$ cat src/rtl/bit_deser8_pkg.sv
// Shared constants and state encoding for the bit_deser8 serial-to-parallel stage.
// Imported by the interface and the deserializer so both agree on WIDTH and bit_cnt sizing.
package bit_deser8_pkg;

    localparam int unsigned WIDTH_DEFAULT = 8;

    typedef enum logic [1:0] {
        ST_EMPTY = 2'd0,
        ST_FILL  = 2'd1,
        ST_FULL  = 2'd2
    } state_e;

    // bit_cnt must be able to hold the value WIDTH itself, not just WIDTH-1.
    function automatic int unsigned cnt_width(input int unsigned width);
        return $clog2(width + 1);
    endfunction

endpackage

$ cat src/rtl/bit_deser8_if.sv
// Serial-in / word-out handshake bundle for bit_deser8.
// slave is the deserializer's view; master is the source/consumer side driving it.
interface bit_deser8_if
    import bit_deser8_pkg::*;
#(
    parameter int unsigned WIDTH = WIDTH_DEFAULT
) ();

    localparam int unsigned CNT_W = cnt_width(WIDTH);

    logic             clear;
    logic             in_valid;
    logic             in_bit;
    logic             in_ready;
    logic             out_valid;
    logic             out_ready;
    logic [WIDTH-1:0] out_bits;
    logic [CNT_W-1:0] bit_cnt;

    modport slave (
        input  clear,
        input  in_valid,
        input  in_bit,
        output in_ready,
        output out_valid,
        input  out_ready,
        output out_bits,
        output bit_cnt
    );

    modport master (
        output clear,
        output in_valid,
        output in_bit,
        input  in_ready,
        input  out_valid,
        output out_ready,
        input  out_bits,
        input  bit_cnt
    );

endinterface

$ cat src/rtl/bit_deser8.sv
// Serial-to-parallel front stage: assembles WIDTH bits MSB-first and holds the word
// under a valid/ready handshake, backpressuring the serial source while it is held.
module bit_deser8
    import bit_deser8_pkg::*;
#(
    parameter int unsigned WIDTH = WIDTH_DEFAULT
) (
    input  logic           clk,
    input  logic           rst_n,
    bit_deser8_if.slave    bus
);

    localparam int unsigned CNT_W = cnt_width(WIDTH);
    localparam logic [CNT_W-1:0] LAST_CNT = CNT_W'(WIDTH - 1);

    state_e           state_q, state_d;
    logic [WIDTH-1:0] sreg_q, sreg_d;
    logic [CNT_W-1:0] cnt_q, cnt_d;

    logic in_ready;
    logic out_valid;
    logic accept;
    logic take;

    always_ff @(posedge clk or negedge rst_n) begin
        if (!rst_n) begin
            state_q <= ST_EMPTY;
            sreg_q  <= '0;
            cnt_q   <= '0;
        end else begin
            state_q <= state_d;
            sreg_q  <= sreg_d;
            cnt_q   <= cnt_d;
        end
    end

    always_comb begin
        state_d   = state_q;
        sreg_d    = sreg_q;
        cnt_d     = cnt_q;
        in_ready  = 1'b0;
        out_valid = 1'b0;

        // out_ready only reaches in_ready while a word is held, so a take and the
        // first bit of the next word can share a cycle.
        case (state_q)
            ST_EMPTY, ST_FILL: in_ready = 1'b1;
            ST_FULL: begin
                out_valid = 1'b1;
                in_ready  = bus.out_ready;
            end
            default: in_ready = 1'b0;
        endcase

        if (bus.clear) begin
            in_ready = 1'b0;
        end

        accept = bus.in_valid & in_ready;
        take   = out_valid & bus.out_ready;

        if (bus.clear) begin
            state_d = ST_EMPTY;
            sreg_d  = '0;
            cnt_d   = '0;
        end else begin
            case (state_q)
                ST_EMPTY, ST_FILL: begin
                    if (accept) begin
                        sreg_d  = {sreg_q[WIDTH-2:0], bus.in_bit};
                        cnt_d   = cnt_q + CNT_W'(1);
                        state_d = (cnt_q == LAST_CNT) ? ST_FULL : ST_FILL;
                    end
                end
                ST_FULL: begin
                    if (take) begin
                        if (accept) begin
                            sreg_d  = {{(WIDTH-1){1'b0}}, bus.in_bit};
                            cnt_d   = CNT_W'(1);
                            state_d = ST_FILL;
                        end else begin
                            sreg_d  = '0;
                            cnt_d   = '0;
                            state_d = ST_EMPTY;
                        end
                    end
                end
                default: begin
                    state_d = ST_EMPTY;
                    sreg_d  = '0;
                    cnt_d   = '0;
                end
            endcase
        end
    end

    assign bus.in_ready  = in_ready;
    assign bus.out_valid = out_valid;
    assign bus.out_bits  = sreg_q;
    assign bus.bit_cnt   = cnt_q;

endmodule

$ cat src/flat_wrapper.sv
// flat-port wrapper written by rule: the top's interface ports become plain ports
module bit_deser8_flat import bit_deser8_pkg::*;
#(
    parameter int unsigned WIDTH = WIDTH_DEFAULT
)
  (clk, rst_n, bus_clear, bus_in_valid, bus_in_bit, bus_in_ready, bus_out_valid, bus_out_ready, bus_out_bits, bus_bit_cnt);
  bit_deser8_if #(.WIDTH(WIDTH)) bus_i ();
  input  logic clk;
  input  logic rst_n;
  input wire logic [$bits(bus_i.clear)-1:0] bus_clear;
  input wire logic [$bits(bus_i.in_valid)-1:0] bus_in_valid;
  input wire logic [$bits(bus_i.in_bit)-1:0] bus_in_bit;
  output wire logic [$bits(bus_i.in_ready)-1:0] bus_in_ready;
  output wire logic [$bits(bus_i.out_valid)-1:0] bus_out_valid;
  input wire logic [$bits(bus_i.out_ready)-1:0] bus_out_ready;
  output wire logic [$bits(bus_i.out_bits)-1:0] bus_out_bits;
  output wire logic [$bits(bus_i.bit_cnt)-1:0] bus_bit_cnt;
  assign bus_i.clear = bus_clear;
  assign bus_i.in_valid = bus_in_valid;
  assign bus_i.in_bit = bus_in_bit;
  assign bus_in_ready = bus_i.in_ready;
  assign bus_out_valid = bus_i.out_valid;
  assign bus_i.out_ready = bus_out_ready;
  assign bus_out_bits = bus_i.out_bits;
  assign bus_bit_cnt = bus_i.bit_cnt;
  bit_deser8 #(.WIDTH(WIDTH)) u_core (.clk(clk), .rst_n(rst_n), .bus(bus_i));
endmodule
$ cat config.mk
export PLATFORM = sky130hd
export DESIGN_NAME = bit_deser8_flat
export DESIGN_NICKNAME = d
export VERILOG_FILES = /design/src/rtl/bit_deser8_pkg.sv /design/src/rtl/bit_deser8_if.sv /design/src/rtl/bit_deser8.sv /design/src/flat_wrapper.sv
export SDC_FILE = /design/constraint.sdc
export NUM_CORES = 1
export LEC_CHECK = 0
export ABC_CLOCK_PERIOD_IN_PS = 2300
export CAP_MARGIN = 10
export CORE_MARGIN = 2
export CORE_UTILIZATION = 45
export DETAILED_ROUTE_END_ITERATION = 10
export GPL_TIMING_DRIVEN = 0
export PLACE_DENSITY_LB_ADDON = 0.2
export SLEW_MARGIN = 20
export SYNTH_ARGS = -nofsm -noshare
export SYNTH_HDL_FRONTEND = slang
export SYNTH_SLANG_ARGS = --single-unit
$ cat constraint.sdc
create_clock -name clk -period 2.3 [get_ports clk]
set_clock_uncertainty 0.1 [all_clocks]
set_input_delay 0.345 -clock clk [delete_from_list [all_inputs] [get_ports clk]]
set_output_delay 0.345 -clock clk [all_outputs]
set_load 0.05 [all_outputs]
# ---- Word level (Yosys, flattened, before mapping)
# Cells that the tools add are included.
dict set report word_totals {
  n_memories 0
  out_inout_bits 14
  mem_bits_ro 0
  mem_bits_rw 0
  regBits 14
  latch_bits 0
  wordCells 33
  input_bits 6
}
dict set report classes {
  shift 0
  div_mod_pow 0
  addsub 1
  mul 0
  order_cmp 0
  n_eq_ne 5
  muxes 19
  n_reduce_logical 3
  n_bitwise 2
}
# op n
set ops {}
lappend ops {{8-bit 2-to-1 mux} 3}
lappend ops {{8-bit case mux with 2 select lines} 1}
lappend ops {{4-bit 2-to-1 mux} 3}
lappend ops {{2-bit 2-to-1 mux} 4}
lappend ops {{4-bit case mux with 2 select lines} 1}
lappend ops {{3-bit by 2-bit != test with 1-bit output, second input constant} 2}
lappend ops {{1-bit 2-to-1 mux} 5}
lappend ops {{4-bit by 1-bit adder with 4-bit output, second input constant} 1}
lappend ops {{4-bit by 3-bit equality test with 1-bit output, second input constant} 1}
lappend ops {{2-bit case mux with 2 select lines} 1}
lappend ops {{1-bit AND} 2}
lappend ops {{2-bit by 1-bit equality test with 1-bit output, second input constant} 1}
lappend ops {{2-bit equality test, second input constant} 1}
lappend ops {{2-bit zero test} 1}
lappend ops {{1-bit case mux with 2 select lines} 1}
lappend ops {{2-bit AND reduction} 1}
lappend ops {{2-bit OR reduction} 1}

# ---- Logic depth before layout (Yosys ltp)
# Gate-level depths: netlist of run 1.
dict set report logic_depth {
  word_depth 9
  ltp_mapped 5
  ltp_nobuf 4
}

# ---- Least setup slack after synthesis of run 1
# Ideal clock, no wire load.
dict set report synth_path {
  path_kind {register -> output}
  start {register u_core.state_q[0]}
  end {output bus_in_ready}
  n_path_buf 0
  slack_ns 0.492
  arrival_ns 1.363
  required_time_ns 1.855
  stages_incl_launch_ff 3
  cell_sequence {dfrtp_1 -> nand2b_1 -> a21oi_1}
}
dict set report synth_via {
  elab_chain_len 4
  word_cells_on_any_way 6
  classes_between {eq/ne: 2; mux: 2; reduce/logical: 2}
}
# element line_no
set synth_rtl {}
lappend synth_rtl {{start, declared} bit_deser8.sv:16} ;# state_e state_q, state_d;
lappend synth_rtl {{start signal, assigned} bit_deser8.sv:31} ;# state_q <= state_d;
lappend synth_rtl {{2-bit by 1-bit equality test with 1-bit output or 2-bit zero test (tied branches)} bit_deser8.sv:46} ;# case (state_q)
lappend synth_rtl {{2-bit OR reduction} bit_deser8.sv:46}
lappend synth_rtl {{1-bit case mux with 2 select lines *} bit_deser8.sv:46}
lappend synth_rtl {{1-bit 2-to-1 mux *} bit_deser8.sv:55} ;# if (bus.clear) begin
lappend synth_rtl {{end, declared} flat_wrapper.sv:13} ;# output wire logic [$bits(bus_i.in_ready)-1:0] bus_in_ready;
# Mark *: on every way between the ends. The rest lies on a longest branch, timed or not.

# ---- Worst setup path after layout of run 1
dict set report layout_path {
  start {input bus_out_ready}
  end {output bus_in_ready}
}
dict set report layout_via {
  elab_chain_len 2
}
# element line_no
set layout_rtl {}
lappend layout_rtl {{start, declared} flat_wrapper.sv:15} ;# input wire logic [$bits(bus_i.out_ready)-1:0] bus_out_ready;
lappend layout_rtl {{1-bit case mux with 2 select lines} bit_deser8.sv:46}
lappend layout_rtl {{1-bit 2-to-1 mux} bit_deser8.sv:55}
# No other way between the ends.

==> results of run 1 <==
worst max path at each step:
stage,to,startpoint
after floorplan,bus_in_ready,u_core.state_q[0]
after global placement,bus_in_ready,bus_out_ready
after detailed placement,bus_in_ready,bus_out_ready
after CTS,bus_out_valid,u_core.state_q[1]
after global routing,bus_in_ready,bus_out_ready
final,bus_in_ready,bus_out_ready
logic make-up after synthesis:
group	synth area share, %
fa+ha+maj	1.74
buf+inv	6.61
compound gates	25.2
simple gates	17.7
flops	48.7
synth_stat cells, drive strengths merged:
cell type and number:
dfrtp 14, nand4 6, a21bo 5, buf 5
a21oi 4, a32o 4, nor2b 3, nand2b 2
nand3 2, nor2 2, o21ai 2, a2111oi 1
a41oi 1, and4 1, clkbuf 1, ha 1
inv 1, nand2 1, nand3b 1, nor3b 1
o21a 1, o221ai 1, o22ai 1, o31ai 1
or4b 1
per-layer routing:
layer | track usage [%] | vias to the layer above | share of wire [%]
li1 | - | 282 | -
met1 | 24.5 | 283 | 48
met2 | 22.1 | 15 | 46
met3 | 2.50 | 2 | 4.7
met4 | 7.88 | 0 | 0.71
met5 | 0 | - | 0
state kept, by name (all words and copies together), names as in the netlist:
signal,flops
u_core.bus.bit_cnt,4
u_core.state_q,2
u_core.bus.out_bits,8
placed cells by master (no fill, tap or decap), drive strengths merged:
cell | Yosys | layout
inv | 1 | 1
nor3b | 1 | 1
a32o | 4 | 4
nand2 | 1 | 1
dlygate4sd2 | 0 | 1
nand2b | 2 | 2
o31ai | 1 | 1
a41oi | 1 | 1
ha | 1 | 1
o21ai | 2 | 2
clkdlybuf4s50 | 0 | 15
o221ai | 1 | 1
a21oi | 4 | 4
nand4 | 6 | 6
nor2b | 3 | 3
nand3b | 1 | 1
clkbuf | 1 | 5
o21a | 1 | 1
nand3 | 2 | 2
dlymetal6s2s | 0 | 1
o22ai | 1 | 1
a2111oi | 1 | 1
nor2 | 2 | 2
dfrtp | 14 | 14
buf | 5 | 5
and4 | 1 | 1
a21bo | 5 | 5
or4b | 1 | 1
area by class of cell:
class / count / share of cell area, %
Buffer: 6 / 4.62
Clock buffer: 4 / 3.83
Inverter: 1 / 0.396
Multi-Input combinational cell: 42 / 33.9
Sequential cell: 14 / 37.0
Tap cell: 16 / 2.11
Timing Repair Buffer: 17 / 18.1
per-stage QoR:
stage                     std cells  total power [uW]  utilization (%)  area (um2)
after floorplan                  63               310                -         719
after global placement           96               339             60.4         910
after detailed placement         96               339             60.4         910
after CTS                       100               513             62.7         945
after global routing            100               530             62.9         947
final                           100               508             62.9         947
worst reg2reg max path, stage by stage (launching register included):
cell     delay (ps)
dfrtp_1         440
or4b_4          530
buf_6           150
nand4_1          80
a21bo_1         200
where the power goes:
group          internal (uW)  switching, uW
sequential               252           6.96
clock                   96.1           78.8
combinational           26.3           47.4
total                    375            133
==> flow_summary.toml, run 1 <==
[outcome]
status = "complete, no violations"

[yosys]
syn_inst = 63
netlist_area_um2 = 719
synth.largest_area_cell = "dfrtp_1"
ys_ff_latch = 14
ys_types = 27
ys_top_cells_by_area = "dfrtp_1 (49%), a21bo_1 (7.0%), a32o_1 (5.6%)"
yosysWarnings = 0
yosysTopAreaCellShare_pct = 48.7
synth_area_per_cell_um2 = 11.4
yosysSeqAreaShare_pct = 48.7
syn_nets = 70

[layout]
fill_cells = 129
antenna_cells = 0
drive_gt1_share_pct = 13.1
regArea_um2 = 350
nets = 92
area_delta_synth_final_pct = 31.7
multi_input_area_um2 = 322

[worst_hold_path]
hold_end = "u_core.bus.bit_cnt[2]"
hp-class = "input pin to flop"
min-delay-start = "bus_clear"
holdPathStages = 2

[critical_path]
path_buf_inv = 2
start_kind = "input pin"
r2r_slack_ps = 700
slowest_stage = "clkdlybuf4s50_1"
path_cells = "clkdlybuf4s50_1 > nand2b_1 > a21oi_1 > dlygate4sd2_1"
critPathRequiredTime_ps = 1860
worstSetupPathType = "input pin to primary output"
end_kind = "primary output"
cp.depth = 4
arrival_ps = 1740
crit_family = "buffers and inverters"
reg2reg_to = "u_core.bus.out_bits[6]"
worstRegToRegCells = 4
path_max_fanout = 6
crit_path_max_incr_delay_ps = 560
r2r-start = "u_core.state_q[0]"

[clock_network]
clockBufferDepth = 2
worstSkewPairLatency_ps = 270
cts_hold_buf = 0
cts.htree.levels = 1
cts_setup_buffers = 0
numCtsBuffers = 3
cts_resized = 1
cts_tree = "done"
cts_num_sinks = 14
clk_pin_slew_ps = 80
root_buffer = "clkbuf_4"

[floorplanning]
core-area_um2 = 1510
start_util_pct = 47.8
die_area_um2 = 1930
rows = 14
die_width_um = 44.0
die_y_um = 44.0
ios = 20

[placement]
place_hpwl_um = 1030
portBuffers = 17
gp_congestion = 0.780
place_ws_ps = -166

[timing]
rsz0062_at_grt = "no"
fin_crit_sh_pct = 95.2
maxSlewViolCount = 0
worst_pin_slew_ps = 615
final.setup.worst_slack_ps = 110
relSlewSlack_pct = 58.9
tns_ps = 0
setup_viol = 0
fmax_mhz = 457
final_hold_viol_count = 0
period_needed_ps = 2190
holdWs_ps = 161

[pwr]
power_density_nw_per_um2 = 536
p_leak_uw = 0.000452
ir_drop_mv = 0.308

[global_routing]
track_usage_pct = 16.1
grt-ovfl-total = 0
grt_pass1_vias = 537
grt_pass1_wl_um = 2310
grt_start_max_net_pins = 15
antenna_found_initial = 0

[route]
ant_nets = 0
drc = 0
wl_per_cell_um = 14.0
drtIter0Drc = 16
drtPass1Iterations = 4
totalWireLength_um = 1400
via_per_inst = 5.82
num_vias = 582

[job]
maxCapViolCount = 0
Note: power is estimated with default switching activity, not from simulation.
==> inputs of run 2 (changes only) <==
--- a/config.mk
+++ b/config.mk
@@ -5,9 +5,7 @@
 export SDC_FILE = /design/constraint.sdc
 export NUM_CORES = 1
 export LEC_CHECK = 0
-export ABC_CLOCK_PERIOD_IN_PS = 2300
 export CAP_MARGIN = 10
-export CORE_MARGIN = 2
 export CORE_UTILIZATION = 45
 export DETAILED_ROUTE_END_ITERATION = 10
 export GPL_TIMING_DRIVEN = 0
==> run 2 against run 1 <==
Compared with the run above:
- register-to-register slack hardly changed
- sequential power barely moved
- sequential share of layout area is the same
==> flow_summary.toml, run 2 (synthesis gave the netlist of run 1 again) <==
[layout]
largest_register_ffs = 8
drive_gt1_share_pct = 13.1
area_delta_synth_final_pct = 31.7
nets = 92
final_area_um2 = 947
mostFrequentLayoutCells = "clkdlybuf4s50_1 (15), dfrtp_1 (14), nand4_1 (6)"
antenna_cells = 0
fill_cells = 134
final_common_cell = "clkdlybuf4s50_1"

[route]
drtPass1Iterations = 4
ant_nets = 0
num_vias = 601
via_per_inst = 6.01
drc = 0
totalWireLength_um = 1430
wl_per_cell_um = 14.3
drtIter0Drc = 13

[clock_network]
cts_num_sinks = 14
worstSkewPairLatency_ps = 280
clk_pin_slew_ps = 80
cts_tree = "done"
root_buffer = "clkbuf_4"
numCtsBuffers = 3
cts.htree.levels = 1
clockBufferDepth = 2

[critical_path]
arrival_ps = 1760
crit_path_max_incr_delay_ps = 560
worstRegToRegCells = 4
r2r-start = "u_core.state_q[0]"
cp-endpoint = "bus_in_ready"
cp.depth = 4
critPathRequiredTime_ps = 1860
slowest_stage = "clkdlybuf4s50_1"
reg2reg_to = "u_core.bus.out_bits[6]"
start_kind = "input pin"
path_buf_inv = 2
crit_family = "buffers and inverters"
path_cells = "clkdlybuf4s50_1 > nand2b_1 > a21oi_1 > dlygate4sd2_1"
end_kind = "primary output"
crit_path_start = "bus_out_ready"
path_max_fanout = 6
r2r_slack_ps = 700
worstSetupPathType = "input pin to primary output"

[outcome]
status = "complete, no violations"

[global_routing]
grt-ovfl-total = 0
grt_pass1_wl_um = 2330
grt_start_max_net_pins = 15
track_usage_pct = 17.7
antenna_found_initial = 0
grt_pass1_vias = 498

[timing]
fmax_mhz = 453
final_hold_viol_count = 0
rsz0062_at_grt = "no"
setup_viol = 0
worst_pin_slew_ps = 625
holdWs_ps = 161
relSlewSlack_pct = 58.2
final.setup.worst_slack_ps = 93.0
maxSlewViolCount = 0
fin_crit_sh_pct = 96.0
period_needed_ps = 2210

[pwr]
power_density_nw_per_um2 = 536
clkPwrFrac_pct = 34.4
netSwitchingPower_uw = 133
ir_drop_mv = 0.501
p_int_uw = 375
p_sw_share_pct = 26.3
p_comb_share_pct = 14.6
pwr-share-seq_pct = 51.0
total_power_uw = 508
p_leak_uw = 0.000452

[floorplanning]
die_width_um = 42.0
core-area_um2 = 1510
die_y_um = 42.0
die_area_um2 = 1760
rows = 14
ios = 20
start_util_pct = 47.8

[job]
maxCapViolCount = 0

[placement]
place_area_um2 = 910
gp_congestion = 0.764
portBuffers = 17
place_ws_ps = -178
place_hpwl_um = 1010

[worst_hold_path]
hp-class = "input pin to flop"
holdPathStages = 2
run 2: cell counts in the layout (fill, tap and decap cells not counted):
Identical to the previous run, type by type.
run 2: how the worst min path moves through the flow:
| stage | from | endpoint | slack, ps |
|---|---|---|---|
| 2_1_floorplan | rst_n | u_core.bus.bit_cnt[0] | -50 |
| 3_3_place_gp | u_core.bus.out_bits[7] | u_core.bus.out_bits[7] | 370 |
| 3_5_place_dp | u_core.bus.out_bits[7] | u_core.bus.out_bits[7] | 380 |
| 4_1_cts | bus_clear | u_core.state_q[1] | 150 |
| 5_1_grt | bus_clear | u_core.bus.bit_cnt[2] | 150 |
| 6_report | bus_clear | u_core.state_q[1] | 160 |
run 2: layout make-up:
type | instances | area, um2 | share of cell area, %
Inverter | 1 | 3.75 | 0.396
Buffer | 6 | 43.8 | 4.62
Sequential cell | 14 | 350 | 37.0
Tap cell | 16 | 20.0 | 2.11
Multi-Input combinational cell | 42 | 322 | 33.9
Timing Repair Buffer | 17 | 171 | 18.1
Clock buffer | 4 | 36.3 | 3.83
run 2: stage by stage:
step,cells,utilization (%),TNS [ps]
global route,100,62.9,0
detailed placement,96,60.4,-178
CTS,100,62.7,0
global placement,96,60.4,-189
floorplan,63,-,0
finish,100,62.9,0
run 2: metal layers:
layer	up-vias	wire length (um)	global-route usage [%]
met4	0	22	7.74
met5	-	0	0
met3	4	67	5.17
met2	18	637	22.2
li1	289	-	-
met1	290	703	27.9
run 2: timing repair:
item | in CTS | in global routing
endpoints found under the setup margin | 1 | 1
gates resized for setup | 1 | 1
setup buffers | 0 | 0
hold buffers | 0 | 0
run 2: worst reg2reg max path: cells and delay by family (launching register included):
family | cells | cell delay, ps
AND/OR/NAND/NOR | 2 | 610
buffers and inverters | 1 | 150
flip-flops | 1 | 440
AO/OA/AOI/OAI | 1 | 200
run 2: power by group through the flow:
stage	logic (uW)	clock network [uW]	registers, uW
2_1_floorplan	29.2	0	280
3_3_place_gp	74.7	0	264
3_5_place_dp	74.9	0	264
4_1_cts	74.6	181	259
5_1_grt	79.8	195	261
6_report	74.1	175	259
==> RTL change: new RTL, settings of run 1 <==
Re-encode `state_e` (3 states) as one-hot, 3 bits wide.
--- a/src/rtl/bit_deser8_pkg.sv
+++ b/src/rtl/bit_deser8_pkg.sv
@@ -4,10 +4,10 @@
 
     localparam int unsigned WIDTH_DEFAULT = 8;
 
-    typedef enum logic [1:0] {
-        ST_EMPTY = 2'd0,
-        ST_FILL  = 2'd1,
-        ST_FULL  = 2'd2
+    typedef enum logic [2:0] {
+        ST_EMPTY = 3'b001,
+        ST_FILL  = 3'b010,
+        ST_FULL  = 3'b100
     } state_e;
 
     // bit_cnt must be able to hold the value WIDTH itself, not just WIDTH-1.
Behaviour: no difference found for any inputs over 10 cycles, from zero or initial values and one cycle with rst_n low; not proved beyond that.
==> RTL change against run 1 <==
  * Maximum frequency increased by 2.9%
  * Synthesized area increased by 1.4%
  * Synthesized cell count decreased by 11%
  * Total power increased by 7.5%
  * Clock power decreased by 13%
  * Sequential cell count increased by 1
  * Count of clock-buffer cells in the layout unchanged
  * Worst setup slack improved by 0.061 ns
  * Sequential share of layout area increased by 2.1 points
  * Design area increased by 1.7%
  * Non-clock buffer count decreased by 3
  * Cell count decreased by 5.0%
  * Routed wire length increased by 5.6%
  * Highest routed layer unchanged
==> RTL change: results (changes against run 1) <==
stage	metric	value	unit	change
hold_path	hold_class	input pin to asynchronous set/reset pin		
place	gp_congestion	0.803		+2.9%
place	dpl.hpwl	1.04	mm	+0.98%
timing	tightest_slew	0.648	ns	+0.0333 ns
yosys	synth_nets	63		-10%
yosys	syn_avg_cell_area	13.0	µm²	+14%
grt	grt_pass1_wl	2.40	mm	+3.9%
critical_path	rrSetupSlack	0.53	ns	-0.17 ns
clocking	cts-root-buf	clkbuf_4		
routing	num_vias	555		-4.6%
critical_path	worstPathArrival	1.68	ns	-0.06 ns
routing	drt-total-wl	1.48	mm	+5.6%
pwr	leakage	0.441	nW	-2.4%
yosys	synth_cell_types	26		-3.7%
place	dp.cells	91		-5.2%
place	pre_cts_ws	-0.215	ns	-0.0487 ns
layout	nNetsFinal	87		-5.4%
routing	drt_iter0_markers	10		-6
grt	grt_usage	17.6	%	+1.5 points
grt	grt_pass1_vias	512		-4.7%
run_status	status	finished clean		
place	io_buffers	19		+2
layout	drive_gt1_share	29.1	%	+16 points
pwr	ir_drop	0.000313	V	+1.6%
grt	grt_max_degree	16		+1
place	placed_area	940	µm²	+3.3%
yosys	yosys-top-cells-area	dfrtp_1 48%, a22o_2 15%, dfstp_2 3.6%, and3b_1 2.4%, nand4b_1 2.4%		
timing	timing.hold.ws	0.343	ns	+0.182 ns
critical_path	cp_max_fo	7		+1
==> RTL change: changes by cell type after synthesis, moves of 3 or more <==
cell / before / now
a21bo_1: 5 / 0
nand4_1: 6 / 0
a32o_1: 4 / 0
a22o_2: 0 / 11
a21oi_1: 4 / 1
nor3_1: 0 / 3
==> RTL change: logic make-up (layout without fill, tap and decap cells) <==
family	after synthesis	in the layout	synth area share, %
simple gates	18	18	19.6
compound gates	18	18	22.6
fa+ha+maj	1	1	1.71
buf+inv	2	25	2.06
flops	15	15	51.6
xor+xnor	2	2	2.40
==> RTL change: routing by layer <==
layer	vias to the layer above	GRT usage, %	routed length [µm]
met2	14	25.9	697
met1	272	23.3	703
met4	0	5.45	6
li1	267	-	-
met5	-	0	0
met3	2	7.76	74
==> RTL change: critical path, stage by stage (launching register included) <==
cell	delay [ns]
dfstp_2	0.60
and3b_1	0.21
nor3_1	0.27
nor3_1	0.09
clkbuf_2	0.24
==> RTL change: worst max-delay path by stage <==
| stage | startpoint | endpoint | slack (ns) | cells after the start |
|---|---|---|---|---|
| final | u_core.state_q[0]$_DFFE_PN1P_ | bus_in_ready | 0.17 | 4 |
| after global routing | u_core.state_q[0]$_DFFE_PN1P_ | bus_in_ready | 0.07 | 4 |
| after CTS | u_core.state_q[0]$_DFFE_PN1P_ | bus_in_ready | 0.008 | 4 |
| after detailed placement | bus_out_ready | bus_in_ready | -0.21 | 5 |
| after global placement | bus_out_ready | bus_in_ready | -0.20 | 5 |
| after floorplan | u_core.state_q[0]$_DFFE_PN1P_ | bus_in_ready | 0.02 | 3 |
==> RTL change: what timing repair did <==
item	in CTS	in global routing
resized for setup	3	2
setup buffers	0	0
endpoints found under the setup margin	1	2
hold endpoints to repair	0	0
==> RTL change: power by group <==
part / switching, mW / leakage [nW] / internal, mW / total (mW)
Sequential: 0.0131 / 0.204 / 0.274 / 0.287
Clock: 0.0854 / 0.0150 / 0.0675 / 0.153
Combinational: 0.0636 / 0.222 / 0.0424 / 0.106
==> RTL change: layout make-up <==
type / instances / area [µm²] / share of cell area, %
buffer: 1 / 11.3 / 1.17
clock buffer: 4 / 26.3 / 2.73
inverter: 1 / 3.75 / 0.390
multi-input combinational: 39 / 338 / 35.1
sequential: 15 / 377 / 39.1
tap: 16 / 20.0 / 2.08
timing repair buffer: 19 / 188 / 19.5
